--- src/rtl/channel_reset_sequencer_if.sv ---
// Request/enable inputs and reset/status outputs of the per-channel reset sequencer.
interface channel_reset_sequencer_if #(
    parameter int NUM_PORTS = 8
);
    logic [NUM_PORTS-1:0] i_rst_req;
    logic [NUM_PORTS-1:0] i_ch_en;
    logic [NUM_PORTS-1:0] o_rst;
    logic [NUM_PORTS-1:0] o_rst_n;
    logic                 o_all_ready;
    logic                 o_busy;

    // System reset controller side: drives requests and enables.
    modport master (
        output i_rst_req, i_ch_en,
        input  o_rst, o_rst_n, o_all_ready, o_busy
    );

    // Sequencer side.
    modport slave (
        input  i_rst_req, i_ch_en,
        output o_rst, o_rst_n, o_all_ready, o_busy
    );
endinterface

--- src/rtl/channel_reset_sequencer.sv ---
// Per-channel reset generator: synchronises async reset requests, holds each
// channel in reset for a minimum quiet time, releases channels one by one in
// ascending order after power-up, then re-resets single channels on demand.
//
// state      | meaning
// -----------+-----------------------------------------------------------
// ST_INIT    | all channels in reset, waiting for HOLD_CYCLES of no request
// ST_STAGGER | releasing channel idx at the start of each stagger slot
// ST_RUN     | channels independent, each with its own hold timer
module channel_reset_sequencer #(
    parameter int NUM_PORTS      = 8,
    parameter int SYNC_STAGES    = 2,
    parameter int HOLD_CYCLES    = 16,
    parameter int STAGGER_CYCLES = 4
) (
    input  logic                     i_clk,
    input  logic                     i_rst_n,
    channel_reset_sequencer_if.slave bus
);
    localparam int CNT_MAX = (HOLD_CYCLES > STAGGER_CYCLES) ? HOLD_CYCLES : STAGGER_CYCLES;
    localparam int CNT_W   = $clog2(CNT_MAX + 1);
    localparam int IDX_W   = (NUM_PORTS > 1) ? $clog2(NUM_PORTS) : 1;

    localparam logic [CNT_W-1:0] HOLD_LAST = CNT_W'(HOLD_CYCLES - 1);
    localparam logic [CNT_W-1:0] STG_LAST  = CNT_W'(STAGGER_CYCLES - 1);
    localparam logic [CNT_W-1:0] CNT_ONE   = CNT_W'(1);
    localparam logic [IDX_W-1:0] IDX_LAST  = IDX_W'(NUM_PORTS - 1);
    localparam logic [IDX_W-1:0] IDX_ONE   = IDX_W'(1);

    typedef enum logic [1:0] {
        ST_INIT    = 2'd0,
        ST_STAGGER = 2'd1,
        ST_RUN     = 2'd2
    } state_t;

    logic [SYNC_STAGES-1:0][NUM_PORTS-1:0] sync_q;
    logic [NUM_PORTS-1:0]                  act;

    state_t                           state_q, state_d;
    logic [CNT_W-1:0]                 hold_cnt_q, hold_cnt_d;
    logic [CNT_W-1:0]                 stg_cnt_q, stg_cnt_d;
    logic [IDX_W-1:0]                 idx_q, idx_d;
    logic [NUM_PORTS-1:0][CNT_W-1:0]  pc_q, pc_d;
    logic [NUM_PORTS-1:0]             rst_q, rst_d;
    logic [NUM_PORTS-1:0]             rst_n_q;
    logic                             rdy_q, rdy_d;
    logic                             busy_q, busy_d;

    // Request synchronisers; preset to 1 so every channel looks requested out of reset.
    always_ff @(posedge i_clk or negedge i_rst_n) begin
        if (!i_rst_n) begin
            sync_q <= '1;
        end else begin
            sync_q[0] <= bus.i_rst_req;
            for (int s = 1; s < SYNC_STAGES; s++) begin
                sync_q[s] <= sync_q[s-1];
            end
        end
    end

    // A disabled channel's request is ignored; disabling is handled separately.
    assign act = sync_q[SYNC_STAGES-1] & bus.i_ch_en;

    // Next-state and next-output decode for the sequencer FSM.
    always_comb begin
        state_d    = state_q;
        hold_cnt_d = hold_cnt_q;
        stg_cnt_d  = stg_cnt_q;
        idx_d      = idx_q;
        pc_d       = pc_q;
        rst_d      = rst_q;

        case (state_q)
            ST_INIT: begin
                rst_d = '1;
                pc_d  = '0;
                if (|act) begin
                    hold_cnt_d = '0;
                end else if (hold_cnt_q == HOLD_LAST) begin
                    state_d    = ST_STAGGER;
                    hold_cnt_d = '0;
                    stg_cnt_d  = '0;
                    idx_d      = '0;
                end else begin
                    hold_cnt_d = hold_cnt_q + CNT_ONE;
                end
            end

            ST_STAGGER: begin
                pc_d = '0;
                if (|act) begin
                    rst_d      = '1;
                    hold_cnt_d = '0;
                    state_d    = ST_INIT;
                end else begin
                    // Disabled channels still use their slot, they just stay in reset.
                    if (stg_cnt_q == '0) begin
                        for (int k = 0; k < NUM_PORTS; k++) begin
                            if (IDX_W'(k) == idx_q) begin
                                rst_d[k] = ~bus.i_ch_en[k];
                            end
                        end
                    end
                    if (stg_cnt_q == STG_LAST) begin
                        stg_cnt_d = '0;
                        if (idx_q == IDX_LAST) begin
                            state_d = ST_RUN;
                        end else begin
                            idx_d = idx_q + IDX_ONE;
                        end
                    end else begin
                        stg_cnt_d = stg_cnt_q + CNT_ONE;
                    end
                end
            end

            ST_RUN: begin
                // A disabled channel is held like a requested one, so re-enabling
                // starts the hold timer exactly as a request drop would.
                for (int k = 0; k < NUM_PORTS; k++) begin
                    if (act[k] || !bus.i_ch_en[k]) begin
                        rst_d[k] = 1'b1;
                        pc_d[k]  = '0;
                    end else if (rst_q[k]) begin
                        if (pc_q[k] == HOLD_LAST) begin
                            rst_d[k] = 1'b0;
                            pc_d[k]  = '0;
                        end else begin
                            pc_d[k] = pc_q[k] + CNT_ONE;
                        end
                    end else begin
                        pc_d[k] = '0;
                    end
                end
            end

            default: begin
                state_d    = ST_INIT;
                rst_d      = '1;
                hold_cnt_d = '0;
            end
        endcase

        // Readiness tracks the reset outputs being registered this edge so it
        // never overlaps a channel in reset; RUN gating lags the state by one edge.
        rdy_d  = (state_q == ST_RUN) & ~|(rst_d & bus.i_ch_en);
        busy_d = (state_q != ST_RUN);
    end

    // FSM state, counters and registered outputs.
    always_ff @(posedge i_clk or negedge i_rst_n) begin
        if (!i_rst_n) begin
            state_q    <= ST_INIT;
            hold_cnt_q <= '0;
            stg_cnt_q  <= '0;
            idx_q      <= '0;
            pc_q       <= '0;
            rst_q      <= '1;
            rst_n_q    <= '0;
            rdy_q      <= 1'b0;
            busy_q     <= 1'b1;
        end else begin
            state_q    <= state_d;
            hold_cnt_q <= hold_cnt_d;
            stg_cnt_q  <= stg_cnt_d;
            idx_q      <= idx_d;
            pc_q       <= pc_d;
            rst_q      <= rst_d;
            rst_n_q    <= ~rst_d;
            rdy_q      <= rdy_d;
            busy_q     <= busy_d;
        end
    end

    assign bus.o_rst       = rst_q;
    assign bus.o_rst_n     = rst_n_q;
    assign bus.o_all_ready = rdy_q;
    assign bus.o_busy      = busy_q;

endmodule
--- src/flat_wrapper.sv ---
// flat-port wrapper written by rule: the top's interface ports become plain ports
module channel_reset_sequencer_flat 
#(
    parameter int NUM_PORTS      = 8,
    parameter int SYNC_STAGES    = 2,
    parameter int HOLD_CYCLES    = 16,
    parameter int STAGGER_CYCLES = 4
)
  (i_clk, i_rst_n, bus_i_rst_req, bus_i_ch_en, bus_o_rst, bus_o_rst_n, bus_o_all_ready, bus_o_busy);
  channel_reset_sequencer_if #(.NUM_PORTS(NUM_PORTS)) bus_i ();
  input  logic i_clk;
  input  logic i_rst_n;
  input wire logic [$bits(bus_i.i_rst_req)-1:0] bus_i_rst_req;
  input wire logic [$bits(bus_i.i_ch_en)-1:0] bus_i_ch_en;
  output wire logic [$bits(bus_i.o_rst)-1:0] bus_o_rst;
  output wire logic [$bits(bus_i.o_rst_n)-1:0] bus_o_rst_n;
  output wire logic [$bits(bus_i.o_all_ready)-1:0] bus_o_all_ready;
  output wire logic [$bits(bus_i.o_busy)-1:0] bus_o_busy;
  assign bus_i.i_rst_req = bus_i_rst_req;
  assign bus_i.i_ch_en = bus_i_ch_en;
  assign bus_o_rst = bus_i.o_rst;
  assign bus_o_rst_n = bus_i.o_rst_n;
  assign bus_o_all_ready = bus_i.o_all_ready;
  assign bus_o_busy = bus_i.o_busy;
  channel_reset_sequencer #(.NUM_PORTS(NUM_PORTS), .SYNC_STAGES(SYNC_STAGES), .HOLD_CYCLES(HOLD_CYCLES), .STAGGER_CYCLES(STAGGER_CYCLES)) u_core (.i_clk(i_clk), .i_rst_n(i_rst_n), .bus(bus_i));
endmodule
--- config.mk ---
export PLATFORM = sky130hd
export DESIGN_NAME = channel_reset_sequencer_flat
export DESIGN_NICKNAME = d
export VERILOG_FILES = /design/src/rtl/channel_reset_sequencer_if.sv /design/src/rtl/channel_reset_sequencer.sv /design/src/flat_wrapper.sv
export SDC_FILE = /design/constraint.sdc
export NUM_CORES = 1
export LEC_CHECK = 0
export BUFFER_PORTS_ARGS = -buffer_cell sky130_fd_sc_hd__buf_2
export CORE_MARGIN = 3
export CORE_UTILIZATION = 55
export DETAILED_ROUTE_END_ITERATION = 8
export PLACE_DENSITY = 0.77
export SYNTH_ARGS = -nofsm -noshare
export SYNTH_HDL_FRONTEND = slang
export SYNTH_SLANG_ARGS = --single-unit
--- constraint.sdc ---
create_clock -name i_clk -period 2.3 [get_ports i_clk]
set_input_delay 0.575 -clock i_clk [delete_from_list [all_inputs] [get_ports i_clk]]
set_output_delay 0.575 -clock i_clk [all_outputs]
set_load 0.05 [all_outputs]
==> impl.org <==
** Outcome
- The run finished with clean final reports.

** Synthesis
- Most frequent cell after synthesis :: dfrtp_1
- By area the synthesized netlist is led by dfrtp_1 (35%), dfstp_2 (14%), o21ai_0 (6.9%).
- The share of synthesized area in the top cell type comes to 0.3515.
- Top post-synthesis cells by count :: dfrtp_1 (64), o21ai_0 (63), nand2_1 (57)
- For this run, the leading register cell type out of synthesis is dfrtp_1.
- Number of unique standard cell types used by synthesis :: 49
- Proportion of register bits with asynchronous set or reset after synthesis :: 1.000
- Of the synthesized area, sequential elements account for 0.4956.
- The cell area that synthesis handed to floorplanning was 4557 um^2.
- In this run, synthesis inferred 0 flip-flops with an integrated enable.
- Dividing the synthesized area by the synthesized cell count gives 9.415 um^2.
- Post-synthesis register bit count :: 89
- Number of warnings printed during yosys synthesis :: 0
- dfrtp_1 takes more of the synthesized area than any other cell.
- Gate Count Post-Synth :: 484
- Post-synth net total :: 523

** Place
- Counting tap cells, the placed design contains a total of 620 instances.
- In this run the cell area measured after placement is 4912 um^2.
- Count of buffers from port buffering :: 35
- Post-DP HPWL :: 7.266 mm
- RePlAce Congestion :: 0.9590

** Job
- Total of max-cap violations :: 0

** Global routing
- Via count of the first global-routing pass :: 3733
- Total global routing track utilization :: 0.2264
- Maximum number of pins on one net before global-route repair :: 90
- The total overflow left after global routing is 0.
- The first global-routing pass estimated 17.56 mm of wire.
- The number of antenna violations at the first check in global routing came to 0.

** Setup path
- WP data arrival :: 2370 ps
- Worst Setup SP :: u_core.stg_cnt_q[0]
- The worst register-to-register path begins at u_core.stg_cnt_q[0].
- Ordered cell list for the critical path :: inv_1 > ha_1 > nor2b_1 > nand3_1 > a21oi_1 > nand2b_1 > a32o_1 > a311oi_2
- Startpoint class of the critical path :: flop
- Maximum single-stage delay on the critical path :: 430 ps
- Critical path class :: reg2reg
- End of the worst register-to-register path :: u_core.bus.o_all_ready
- The worst setup path is captured at a flop.
- Across all register-to-register paths, the minimum setup slack is 190 ps.
- Slowest CP cell :: dfrtp_1
- Max Fanout on Critical Path :: 7
- Worst endpoint required time :: 2560 ps
- Together, buffers and inverters on the worst path number 1.
- Broken down by cell family, the worst path's largest delay share belongs to compound AO/OA/AOI/OAI gates.
- For the worst flop-to-flop path, the logic depth is 8.

** Pwr
- Power spread over the standard cell area amounts to 580.9 nW/um^2.
- Worst ir drop on vdd :: 0.5447 mV
- Static leakage power :: 2.384 nW

** Die
- The die covers 9414 um^2.
- During I/O placement, the number of pins put on the boundary was 36.
- The initial utilization of the core area, before any placement, comes to 0.5777.
- Measured along the y axis, the die boundary spans 97.03 um.
- After floorplanning, the core was divided into 32 placement rows.
- Horizontal extent of the die :: 97.03 um
- The core region is 7888 um^2.

** STA
- Fin crit share :: 0.9193
- Derived from the worst setup path, the maximum achievable clock frequency is 0.4729 GHz.
- Number of hold violations in the final report :: 0
- In the final timing run, aggregate negative setup slack is 0 ps.
- The clock arrives with 8.976 ps of skew.
- Headroom to the max-slew limit came out at 0.6102.
- Setup repair after global routing missed its margin :: false
- Final setup violation count :: 0
- Final slew viol count :: 0
- At the pin with the least slew margin, the transition time is 578.5 ps.
- Counting I/O delays and the setup requirement, the final critical path takes 2114 ps.
- The tightest hold path in the finished design has a slack of 237.0 ps.

** Hold path
- Worst hold-check path type :: in2async

** Finish
- Number of non-filler instances in the completed layout :: 636
- In the final layout, the share of cells above drive strength 1 is 0.1966.
- Fill count :: 633
- Final instance area :: 5106 um^2
- The repair_antennas step left the layout with diodes totalling 0.
- Registers take 2258 um^2.
- Nets :: 568
- From synthesis to final layout, the design area changed by 12.05%.
- Utilization after layout :: 0.6474
- Area taken by multi-input logic gates :: 2125 um^2

** Routing
- Via Count :: 3824
- The pre-antenna-repair detailed-routing pass consisted of 6 iterations.
- Post-Route WL :: 10.19 mm
- DRT iter0 DRCs :: 270
- Drt wl/cell :: 16.01 um
- Final antenna-violating net count :: 0
- Average via count per standard cell :: 6.013
- For this run, design rule violations remaining after detail routing come to 0.

** Clock tree
- CTS H-tree depth :: 3
- Number of buffers inserted for hold repair after clock tree synthesis :: 0
- Clock latency at the later pin of the worst-skew pair :: 350 ps
- CTS Root Cell :: clkbuf_8
- The tree built by TritonCTS fans out to 89 sinks.
- Clock transition at path regs :: 90 ps
- In this run, CTS created clock tree buffers numbering 9.
- Clock tree from TritonCTS :: yes
- Clk buf depth :: 2
==> how the worst max path moves through the flow <==
stage                                        end  slack (ps)  depth (start not counted)
after floorplan           u_core.bus.o_all_ready         340                          7
after global placement    u_core.bus.o_all_ready         210                          8
after detailed placement  u_core.bus.o_all_ready         120                          7
after CTS                 u_core.bus.o_all_ready         170                          7
after global routing      u_core.bus.o_all_ready          10                          8
final                     u_core.bus.o_all_ready         190                          8
==> placed cells by master (no fill, tap or decap), types with 4 or more instances in the layout <==
| cell | instances |
|---|---|
| a31oi_1 | 8 |
| nor2_1 | 32 |
| a21oi_1 | 9 |
| o21ai_0 | 63 |
| nand4_1 | 10 |
| nor4_1 | 4 |
| inv_1 | 24 |
| nand2b_1 | 5 |
| nor3_1 | 5 |
| a21o_1 | 8 |
| a22oi_1 | 6 |
| dfrtp_1 | 64 |
| o41ai_1 | 5 |
| nor2b_1 | 14 |
| ha_1 | 20 |
| buf_4 | 17 |
| buf_2 | 34 |
| a32o_1 | 4 |
| o31ai_1 | 6 |
| dfstp_2 | 25 |
| nand3_1 | 42 |
| a22o_1 | 4 |
| clkbuf_8 | 9 |
| nand2_1 | 57 |
| and2_1 | 5 |
| o21a_1 | 8 |
| and3_1 | 7 |
==> metrics by stage <==
stage | worst slack (ps) | total power [mW]
finish | 185.5 | 2.966
global route | 13.62 | 3.104
CTS | 169.3 | 2.994
detailed placement | 116.2 | 1.953
global placement | 210.2 | 1.946
floorplan | 342.6 | 1.832
==> sequential cells by signal, summed over array words and instances (netlist names) <==
register	flops
u_core.bus.o_rst_n	8
u_core.bus.o_all_ready	1
u_core.bus.o_busy	1
u_core.sync_q	16
u_core.hold_cnt_q	5
u_core.idx_q	3
u_core.pc_q	40
u_core.bus.o_rst	8
u_core.state_q	2
u_core.stg_cnt_q	5
==> power by group <==
group | switching [mW] | leakage [nW] | total, mW | internal, mW
combinational | 0.193 | 1.14 | 0.275 | 0.0826
clock | 0.539 | 0.0933 | 1.04 | 0.501
sequential | 0.0329 | 1.15 | 1.65 | 1.62
total | 0.764 | 2.38 | 2.97 | 2.20
==> what timing repair did <==
item,CTS,global route
gates resized for setup,0,1
setup endpoints to repair,0,1
setup buffers,0,0
==> worst register-to-register path, stage by stage, from the launching register on <==
cell and delay (ps):
dfrtp_1 430, inv_1 80, ha_1 310, nor2b_1 290, nand3_1 130, a21oi_1 190
nand2b_1 70, a32o_1 270, a311oi_2 250
==> metal layers <==
layer  share of wire  global-route usage
met4           0.020             0.07667
met5               0                   0
met3           0.070             0.05624
met2            0.46              0.3530
met1            0.45              0.3099
==> cell type report <==
cell class	instances	share of cell area
clock buffer	11	0.02573
timing repair buffer	52	0.06224
tap	102	0.02499
clock inverter	5	0.01103
sequential	89	0.4423
inverter	24	0.01764
multi-input combinational	353	0.4161
==> kinds of logic after synthesis <==
group | after synthesis | synth area share
flip-flops | 89 | 0.4956
AO/OA/AOI/OAI | 136 | 0.1900
adder cells (fa/ha/maj) | 21 | 0.05766
buffers and inverters | 42 | 0.04009
multiplexers | 1 | 0.002197
AND/OR/NAND/NOR | 195 | 0.2144
No activity file was read; power rests on OpenSTA's default activity.
